## config.mk

```make
export PLATFORM = sky130hd
export DESIGN_NAME = d_input_debouncer_flat
export DESIGN_NICKNAME = d
export VERILOG_FILES = /design/src/rtl/d_input_debouncer_if.sv /design/src/rtl/d_input_debouncer.sv /design/src/flat_wrapper.sv
export SDC_FILE = /design/constraint.sdc
export NUM_CORES = 1
export LEC_CHECK = 0
export CAP_MARGIN = 20
export CORE_MARGIN = 2
export CORE_UTILIZATION = 40
export DETAILED_ROUTE_END_ITERATION = 7
export PLACE_DENSITY = 0.64
export REMOVE_ABC_BUFFERS = 1
export SETUP_SLACK_MARGIN = 0.3
export SYNTH_ARGS = -nofsm -noshare
export SYNTH_HDL_FRONTEND = slang
export SYNTH_SLANG_ARGS = --single-unit
export TNS_END_PERCENT = 50
```

## constraint.sdc

```tcl
create_clock -name clk -period 2 [get_ports clk]
set_clock_uncertainty 0.05 [all_clocks]
set_input_delay 0.3 -clock clk [delete_from_list [all_inputs] [get_ports clk]]
set_output_delay 0.3 -clock clk [all_outputs]
set_load 0.01 [all_outputs]
```

## src/rtl/d_input_debouncer_if.sv

```systemverilog
// Bundles the conditioned input, enable and debounced outputs of
// d_input_debouncer. The glitch counter signals exist only when
// DEBOUNCE_GLITCH_CNT_EN is defined.
interface d_input_debouncer_if
`ifdef DEBOUNCE_GLITCH_CNT_EN
  #(parameter int GLITCH_W = 8)
`endif
  ();

  logic din;
  logic en;
  logic d;
  logic db;
  logic rise;
  logic fall;
  logic stable;
`ifdef DEBOUNCE_GLITCH_CNT_EN
  logic                glitch_clr;
  logic [GLITCH_W-1:0] glitch_cnt;
`endif

  // Driver side: supplies the raw input and enable, observes the clean level
  modport master (
    output din, en,
`ifdef DEBOUNCE_GLITCH_CNT_EN
    output glitch_clr,
    input  glitch_cnt,
`endif
    input  d, db, rise, fall, stable
  );

  // Debouncer side
  modport slave (
    input  din, en,
`ifdef DEBOUNCE_GLITCH_CNT_EN
    input  glitch_clr,
    output glitch_cnt,
`endif
    output d, db, rise, fall, stable
  );

endinterface

```

## src/rtl/d_input_debouncer.sv

```systemverilog
// Input conditioner ahead of d_ff: synchronizes a raw asynchronous input,
// qualifies a level change over DEBOUNCE_CYCLES consecutive enabled samples,
// and emits a clean level, its complement and one-cycle edge pulses.
// Optional macro DEBOUNCE_GLITCH_CNT_EN adds a saturating count of rejected
// transitions with a synchronous clear.
module d_input_debouncer #(
  parameter int SYNC_STAGES     = 2,
  parameter int DEBOUNCE_CYCLES = 4,
  parameter int CNT_W           = 8,
  parameter int GLITCH_W        = 8
) (
  input  logic                  clk,
  input  logic                  rst_n,
  d_input_debouncer_if.slave    bus
);

  // Reject illegal parameter combinations while elaborating
  if (SYNC_STAGES < 2 || SYNC_STAGES > 4 || DEBOUNCE_CYCLES < 1 || CNT_W < 1 ||
      GLITCH_W < 1 || (CNT_W < 31 && DEBOUNCE_CYCLES >= (1 << CNT_W))) begin : g_param_check
    $error("d_input_debouncer: illegal parameters SYNC_STAGES=%0d DEBOUNCE_CYCLES=%0d CNT_W=%0d GLITCH_W=%0d",
           SYNC_STAGES, DEBOUNCE_CYCLES, CNT_W, GLITCH_W);
  end

  typedef enum logic {
    ST_IDLE = 1'b0,
    ST_QUAL = 1'b1
  } state_t;

  // Count value at which the next differing sample is the final one needed
  localparam logic [CNT_W-1:0] CNT_LAST   = CNT_W'(DEBOUNCE_CYCLES - 1);
  // With a single-sample requirement a change commits straight from IDLE
  localparam bit               SINGLE_HIT = (DEBOUNCE_CYCLES == 1);

  logic [SYNC_STAGES-1:0] r_sync;
  state_t                 r_state;
  logic [CNT_W-1:0]       r_cnt;
  logic                   r_d;
  logic                   r_db;
  logic                   r_rise;
  logic                   r_fall;
  logic                   r_stable;

  logic w_s;
  logic w_diff;
  logic w_commit;

  assign w_s    = r_sync[SYNC_STAGES-1];
  assign w_diff = bus.en && (w_s != r_d);
  // A commit happens on the last required differing sample, from either state
  assign w_commit = w_diff && ((r_state == ST_IDLE) ? SINGLE_HIT : (r_cnt == CNT_LAST));

  // Synchronizer chain: shifts every cycle regardless of enable
  always_ff @(posedge clk or negedge rst_n) begin
    if (!rst_n) begin
      r_sync <= '0;
    end else begin
      r_sync <= {r_sync[SYNC_STAGES-2:0], bus.din};
    end
  end

  // Qualification FSM with registered level, complement, pulses and stable flag
  always_ff @(posedge clk or negedge rst_n) begin
    if (!rst_n) begin
      r_state  <= ST_IDLE;
      r_cnt    <= '0;
      r_d      <= 1'b0;
      r_db     <= 1'b1;
      r_rise   <= 1'b0;
      r_fall   <= 1'b0;
      r_stable <= 1'b1;
    end else begin
      r_rise <= 1'b0;
      r_fall <= 1'b0;
      if (w_commit) begin
        r_d      <= w_s;
        r_db     <= ~w_s;
        r_rise   <= w_s;
        r_fall   <= ~w_s;
        r_state  <= ST_IDLE;
        r_cnt    <= '0;
        r_stable <= 1'b1;
      end else begin
        case (r_state)
          ST_IDLE: begin
            if (w_diff) begin
              r_state  <= ST_QUAL;
              r_cnt    <= CNT_W'(1);
              r_stable <= 1'b0;
            end
          end
          ST_QUAL: begin
            if (bus.en) begin
              if (w_s == r_d) begin
                // Input fell back to the committed level: reject the change
                r_state  <= ST_IDLE;
                r_cnt    <= '0;
                r_stable <= 1'b1;
              end else begin
                r_cnt <= r_cnt + CNT_W'(1);
              end
            end
          end
          default: begin
            r_state  <= ST_IDLE;
            r_cnt    <= '0;
            r_stable <= 1'b1;
          end
        endcase
      end
    end
  end

  assign bus.d      = r_d;
  assign bus.db     = r_db;
  assign bus.rise   = r_rise;
  assign bus.fall   = r_fall;
  assign bus.stable = r_stable;

`ifdef DEBOUNCE_GLITCH_CNT_EN
  logic [GLITCH_W-1:0] r_glitch_cnt;
  logic                w_glitch;

  assign w_glitch = (r_state == ST_QUAL) && bus.en && (w_s == r_d);

  // Saturating rejected-transition counter; clear wins over increment
  always_ff @(posedge clk or negedge rst_n) begin
    if (!rst_n) begin
      r_glitch_cnt <= '0;
    end else if (bus.glitch_clr) begin
      r_glitch_cnt <= '0;
    end else if (w_glitch && (r_glitch_cnt != {GLITCH_W{1'b1}})) begin
      r_glitch_cnt <= r_glitch_cnt + GLITCH_W'(1);
    end
  end

  assign bus.glitch_cnt = r_glitch_cnt;
`endif

endmodule

```

## src/flat_wrapper.sv

```systemverilog
// flat-port wrapper written by rule: the top's interface ports become plain ports
module d_input_debouncer_flat 
#(
  parameter int SYNC_STAGES     = 2,
  parameter int DEBOUNCE_CYCLES = 4,
  parameter int CNT_W           = 8,
  parameter int GLITCH_W        = 8
)
  (clk, rst_n, bus_din, bus_en, bus_d, bus_db, bus_rise, bus_fall, bus_stable);
  d_input_debouncer_if bus_i ();
  input  logic clk;
  input  logic rst_n;
  input wire logic [$bits(bus_i.din)-1:0] bus_din;
  input wire logic [$bits(bus_i.en)-1:0] bus_en;
  output wire logic [$bits(bus_i.d)-1:0] bus_d;
  output wire logic [$bits(bus_i.db)-1:0] bus_db;
  output wire logic [$bits(bus_i.rise)-1:0] bus_rise;
  output wire logic [$bits(bus_i.fall)-1:0] bus_fall;
  output wire logic [$bits(bus_i.stable)-1:0] bus_stable;
  assign bus_i.din = bus_din;
  assign bus_i.en = bus_en;
  assign bus_d = bus_i.d;
  assign bus_db = bus_i.db;
  assign bus_rise = bus_i.rise;
  assign bus_fall = bus_i.fall;
  assign bus_stable = bus_i.stable;
  d_input_debouncer #(.SYNC_STAGES(SYNC_STAGES), .DEBOUNCE_CYCLES(DEBOUNCE_CYCLES), .CNT_W(CNT_W), .GLITCH_W(GLITCH_W)) u_core (.clk(clk), .rst_n(rst_n), .bus(bus_i));
endmodule
```

== After elaboration in Yosys (flattened, before gate mapping) ==
Cells that the tools add are included.

* Flip-flop bits (word level): 16
* Input bits: 4
* Word-level logic and storage cells: 39

* $add $sub $neg: 1
* Eq/ne operators: 6
* Multiplexer cells: 18
* Bitwise gates (word level): 2
* Reductions and logical operators: 4

{| class="wikitable"
|+ Operators by type and width
! kind !! count
|-
| 8-bit 2-to-1 mux || 4
|-
| 8-bit one-hot mux with 2 select lines || 1
|-
| 1-bit 2-to-1 mux || 11
|-
| 8-bit by 1-bit adder with 8-bit output, second input constant || 1
|-
| 8-bit by 2-bit == test with 1-bit output, second input constant || 1
|-
| 3-bit inequality test, second input constant || 2
|-
| 1-bit one-hot mux with 2 select lines || 2
|-
| 3-bit by 1-bit inequality test with 1-bit output, second input constant || 1
|-
| 3-bit AND reduction || 1
|-
| 1-bit logical AND || 2
|-
| 1-bit NOT || 2
|-
| 2-bit AND reduction || 1
|-
| 1-bit == test || 1
|-
| 1-bit inequality test || 1
|}

== Longest topological paths before layout ==
* Depth in word-level cells: 5
* Gate-level depth with buffers: 5
* Mapped depth without buffers: 5

== Least setup slack after synthesis ==
Ideal clock, no wire load.

* Path kind: reg2reg
* From: register u_core.r_cnt[0]
* To: register u_core.r_cnt[7]
* Setup time: 0.119 ns
* Data arrival time: 1.437 ns
* Slack: 0.395 ns
* Cell stages (with the launch flop): 6
* Path buffers: 0
* Clock period less this slack: 1.605 ns
* Cell sequence: dfrtp_1 ha_1 nor4b_2 a21boi_4 a21oi_2 o21ba_1

* Cells in the longest elaborated chain, start to end: 5
* Elaborated cells on any way between the ends: 11
* Those cells by class: 1 x add/sub; 3 x eq/ne; 5 x mux; 2 x reduce/logical

{| class="wikitable"
|+ RTL lines
! item !! line !! RTL
|-
| from (decl) || d_input_debouncer.sv:36 || <nowiki>logic [CNT_W-1:0] r_cnt;</nowiki>
|-
| from (signal assigned) || d_input_debouncer.sv:99 || <nowiki>r_cnt <= r_cnt + CNT_W'(1);</nowiki>
|-
| 8-bit by 1-bit adder with 8-bit output or 8-bit by 2-bit == test with 1-bit output (tied branches) || d_input_debouncer.sv:99, d_input_debouncer.sv:50 ||
|-
| 8-bit 2-to-1 mux or 1-bit 2-to-1 mux (tied branches) || d_input_debouncer.sv:93, d_input_debouncer.sv:50 ||
|-
| 8-bit 2-to-1 mux or 1-bit logical AND (tied branches) || d_input_debouncer.sv:92, d_input_debouncer.sv:50 ||
|-
| 8-bit one-hot mux with 2 select lines (tied with other cells) || d_input_debouncer.sv:83 || <nowiki>case (r_state)</nowiki>
|-
| 8-bit 2-to-1 mux or 2-bit AND reduction (tied branches) || -- ||
|}

Parallel ways exist; a longest one is shown, timed or not. The select of a mux whose other input is x is not followed.
A chain may end at the register's enable or synchronous reset.

== Final worst setup path ==
* From: register u_core.r_stable (netlist: u_core.bus.stable)
* To: output port bus_stable

{| class="wikitable"
|+ RTL lines
! item !! line !! RTL
|-
| from (decl) || d_input_debouncer.sv:41 || <nowiki>logic r_stable;</nowiki>
|-
| from (signal assigned) || d_input_debouncer.sv:70 || <nowiki>r_stable <= 1'b1;</nowiki>
|-
| from (signal assigned) || d_input_debouncer.sv:81 || <nowiki>r_stable <= 1'b1;</nowiki>
|-
| from (signal assigned) || d_input_debouncer.sv:88 || <nowiki>r_stable <= 1'b0;</nowiki>
|-
| to (decl) || flat_wrapper.sv:19 || <nowiki>output wire logic [$bits(bus_i.stable)-1:0] bus_stable;</nowiki>
|}

No word-level cell between the ends.

==> flow_summary.yaml <==
drt:
  ant_nets: 0
  num_vias: 538
  routed_wl_um: 1460
  via_per_inst: 5.12
  wl_per_cell_um: 13.9
  drcViolationCount: 0
  dr.pass1.iters: 4
  drt-initial-drc-count: 11
setup_path:
  timing.rr.end: "u_core.r_cnt[7]"
  critPathKind: "flop to primary output"
  path_cells: "clkdlybuf4s50_1"
  rr_worst_depth: 4
  start_kind: "flop"
  crit_slowest_cell: "dfstp_2"
  max_stage_delay_ns: 0.53
  cp_top_family: "flip-flops"
  crit_required_ns: 1.65
  regToRegStartpoint: "u_core.bus.d"
  worst-path-buf-inv: 1
  endpoint_kind: "primary output"
  cp.arrival_ns: 1.34
  crit_fanout: 2
  reg2reg_slack_ns: 0.35
place:
  dpl.hpwl_um: 988
  placed_cell_area_um2: 896
  dp_cells: 101
  io_buffers: 8
  gp_congestion: 0.799
  dp_slack_ns: 0.209
timing:
  hold_viol: 0
  drv_slew: 0
  tns_ns: 0
  rsz0062_at_grt: "yes"
  timing.fmax_mhz: 591
  worst_slack_ns: 0.308
  period_share_pct: 84.6
  period_minus_slack_ns: 1.69
  setup_viol: 0
  max-slew-margin-rel_pct: 60.4
  tightest_slew_ns: 0.587
cts:
  cts_buffers: 3
  cts_setup_buffers: 0
  hold_buffers: 0
  h-tree-depth: 1
  clkTransAtPathRegs_ns: 0.10
  cts_root_buf: "clkbuf_4"
  cts_sinks: 16
  clk_latency_ns: 0.28
  tritoncts: "built"
  clock_path_buffers: 2
job:
  max-cap-violations: 0
floorplan:
  die_width_um: 48
  core-area_um2: 1780
  die_h_um: 48
  initial_utilization_pct: 43.4
  num_io_pins: 9
  rows: 15
  die-area_um2: 2300
finish:
  fin_area_um2: 986
  area_growth_pct: 27.3
  antenna_cells: 0
  final_cells: 105
  post-route-util_pct: 55.3
  drive_gt1_share_pct: 25.0
  final_nets: 86
power:
  p_per_area_nw_per_um2: 1170
  ir_drop_mv: 0.589
  total_leakage_power_nw: 0.437
synthesis:
  synth-warning-count: 0
  syn_area_um2: 774
  ys_ff_latch: 16
  yosysUniqueCellTypes: 30
  synth.avg_cell_area_um2: 11.6
  yosysSeqAreaShare_pct: 52.0
  syn_inst: 67
global_route:
  antenna_found_initial: 0
  grt_pass1_wl_um: 2280
  track_usage_pct: 14.1
  grt_max_degree: 14
  grt_pass1_vias: 506
  grt.overflow.total: 0
status:
  status: "finished, final reports clean"
hold_path:
  holdCritPathClass: "primary input to asynchronous set/reset pin"
==> how the worst max path moves through the flow <==
stage | slack, ns | cells after the start | to | startpoint
floorplan | 0.39 | 5 | u_core.r_cnt[7] | u_core.r_cnt[0]
global placement | 0.24 | 5 | u_core.r_cnt[7] | bus_en
detailed placement | 0.21 | 5 | u_core.r_cnt[7] | u_core.r_cnt[0]
CTS | 0.29 | 1 | bus_stable | u_core.bus.stable
global route | 0.24 | 1 | bus_d | u_core.bus.d
finish | 0.31 | 1 | bus_stable | u_core.bus.stable
==> through the flow <==
step	power [W]	hold slack (ns)
finish	0.00115	0.238
global placement	0.000873	0.284
detailed placement	0.000875	0.290
CTS	0.00110	0.239
global route	0.00124	0.257
floorplan	0.000724	-0.0456
==> power breakdown <==
| group | switching [W] | internal [W] |
|---|---|---|
| registers | 0.0000872 | 0.000409 |
| logic | 0.000225 | 0.000218 |
| clock network | 0.000100 | 0.000111 |
| total | 0.000412 | 0.000738 |
==> routing by layer <==
layer | up-vias | wire [um] | GRT usage (%) | share of wire [%]
met3 | 0 | 49 | 2.64 | 3.4
met1 | 261 | 700 | 21.0 | 48
met4 | 0 | 0 | 1.62 | 0
met5 | - | 0 | 0 | 0
met2 | 9 | 706 | 22.1 | 48
li1 | 268 | - | - | -
==> layout make-up <==
class / count / area (um2)
Timing Repair Buffer: 11 / 105
Inverter: 2 / 7.51
Clock buffer: 4 / 36.3
Sequential cell: 16 / 404
Multi-Input combinational cell: 47 / 402
Fill cell: 149 / 797
Tap cell: 25 / 31.3
==> cell families after synthesis <==
family	share of synthesized area [%]
simple gates	17.6
mux	1.45
buf+inv	2.58
fa+ha+maj	1.62
xor+xnor	6.62
compound gates	18.1
flops	52.0
==> registers in the layout (all words and copies together) (netlist names) <==
| name | flops |
|---|---|
| u_core.bus.fall | 1 |
| u_core.bus.db | 1 |
| u_core.r_state | 1 |
| u_core.bus.stable | 1 |
| u_core.r_cnt | 8 |
| u_core.bus.rise | 1 |
| u_core.bus.d | 1 |
| u_core.r_sync | 2 |
==> cell usage in the layout, fill, tap and decap left out, types with 2 or more instances in the layout <==
master	count
dfrtp_1	13
nor2_1	7
and4_1	3
inv_1	2
o21ai_0	5
nand2_1	4
buf_4	3
xor2_1	4
dfstp_2	2
nand3_1	2
clkdlybuf4s50_1	7
nor4b_4	2
o2111ai_1	2
clkbuf_4	3
==> cells in the mapped netlist <==
cell | number | share of area (%)
dfrtp_1 | 14 | 45
nor2_1 | 8 | 3.9
o21ai_0 | 5 | 3.2
nand2_1 | 4 | 1.9
xor2_1 | 4 | 4.5
and4_1 | 3 | 3.4
dfstp_2 | 2 | 6.8
inv_1 | 2 | 0.97
nand3_1 | 2 | 1.3
nor4b_2 | 2 | 3.9
o2111ai_1 | 2 | 2.3
a21boi_4 | 1 | 2.4
a21o_1 | 1 | 0.97
a21o_2 | 1 | 1.1
a21oi_1 | 1 | 0.65
a21oi_2 | 1 | 1.1
a22o_1 | 1 | 1.1
a311oi_1 | 1 | 1.1
a31oi_1 | 1 | 0.81
buf_2 | 1 | 0.65
buf_4 | 1 | 0.97
ha_1 | 1 | 1.6
mux2_2 | 1 | 1.5
nand4_2 | 1 | 1.6
nor3_1 | 1 | 0.65
nor3b_1 | 1 | 0.97
o211ai_1 | 1 | 0.97
o21a_1 | 1 | 0.97
o21ba_1 | 1 | 1.3
xor2_2 | 1 | 2.1
==> timing repair <==
action | CTS | global route
gates resized for setup | 1 | 8
pin swaps | 0 | 1
endpoints found under the setup margin | 7 | 12
Power figures use the tool's default switching activity.
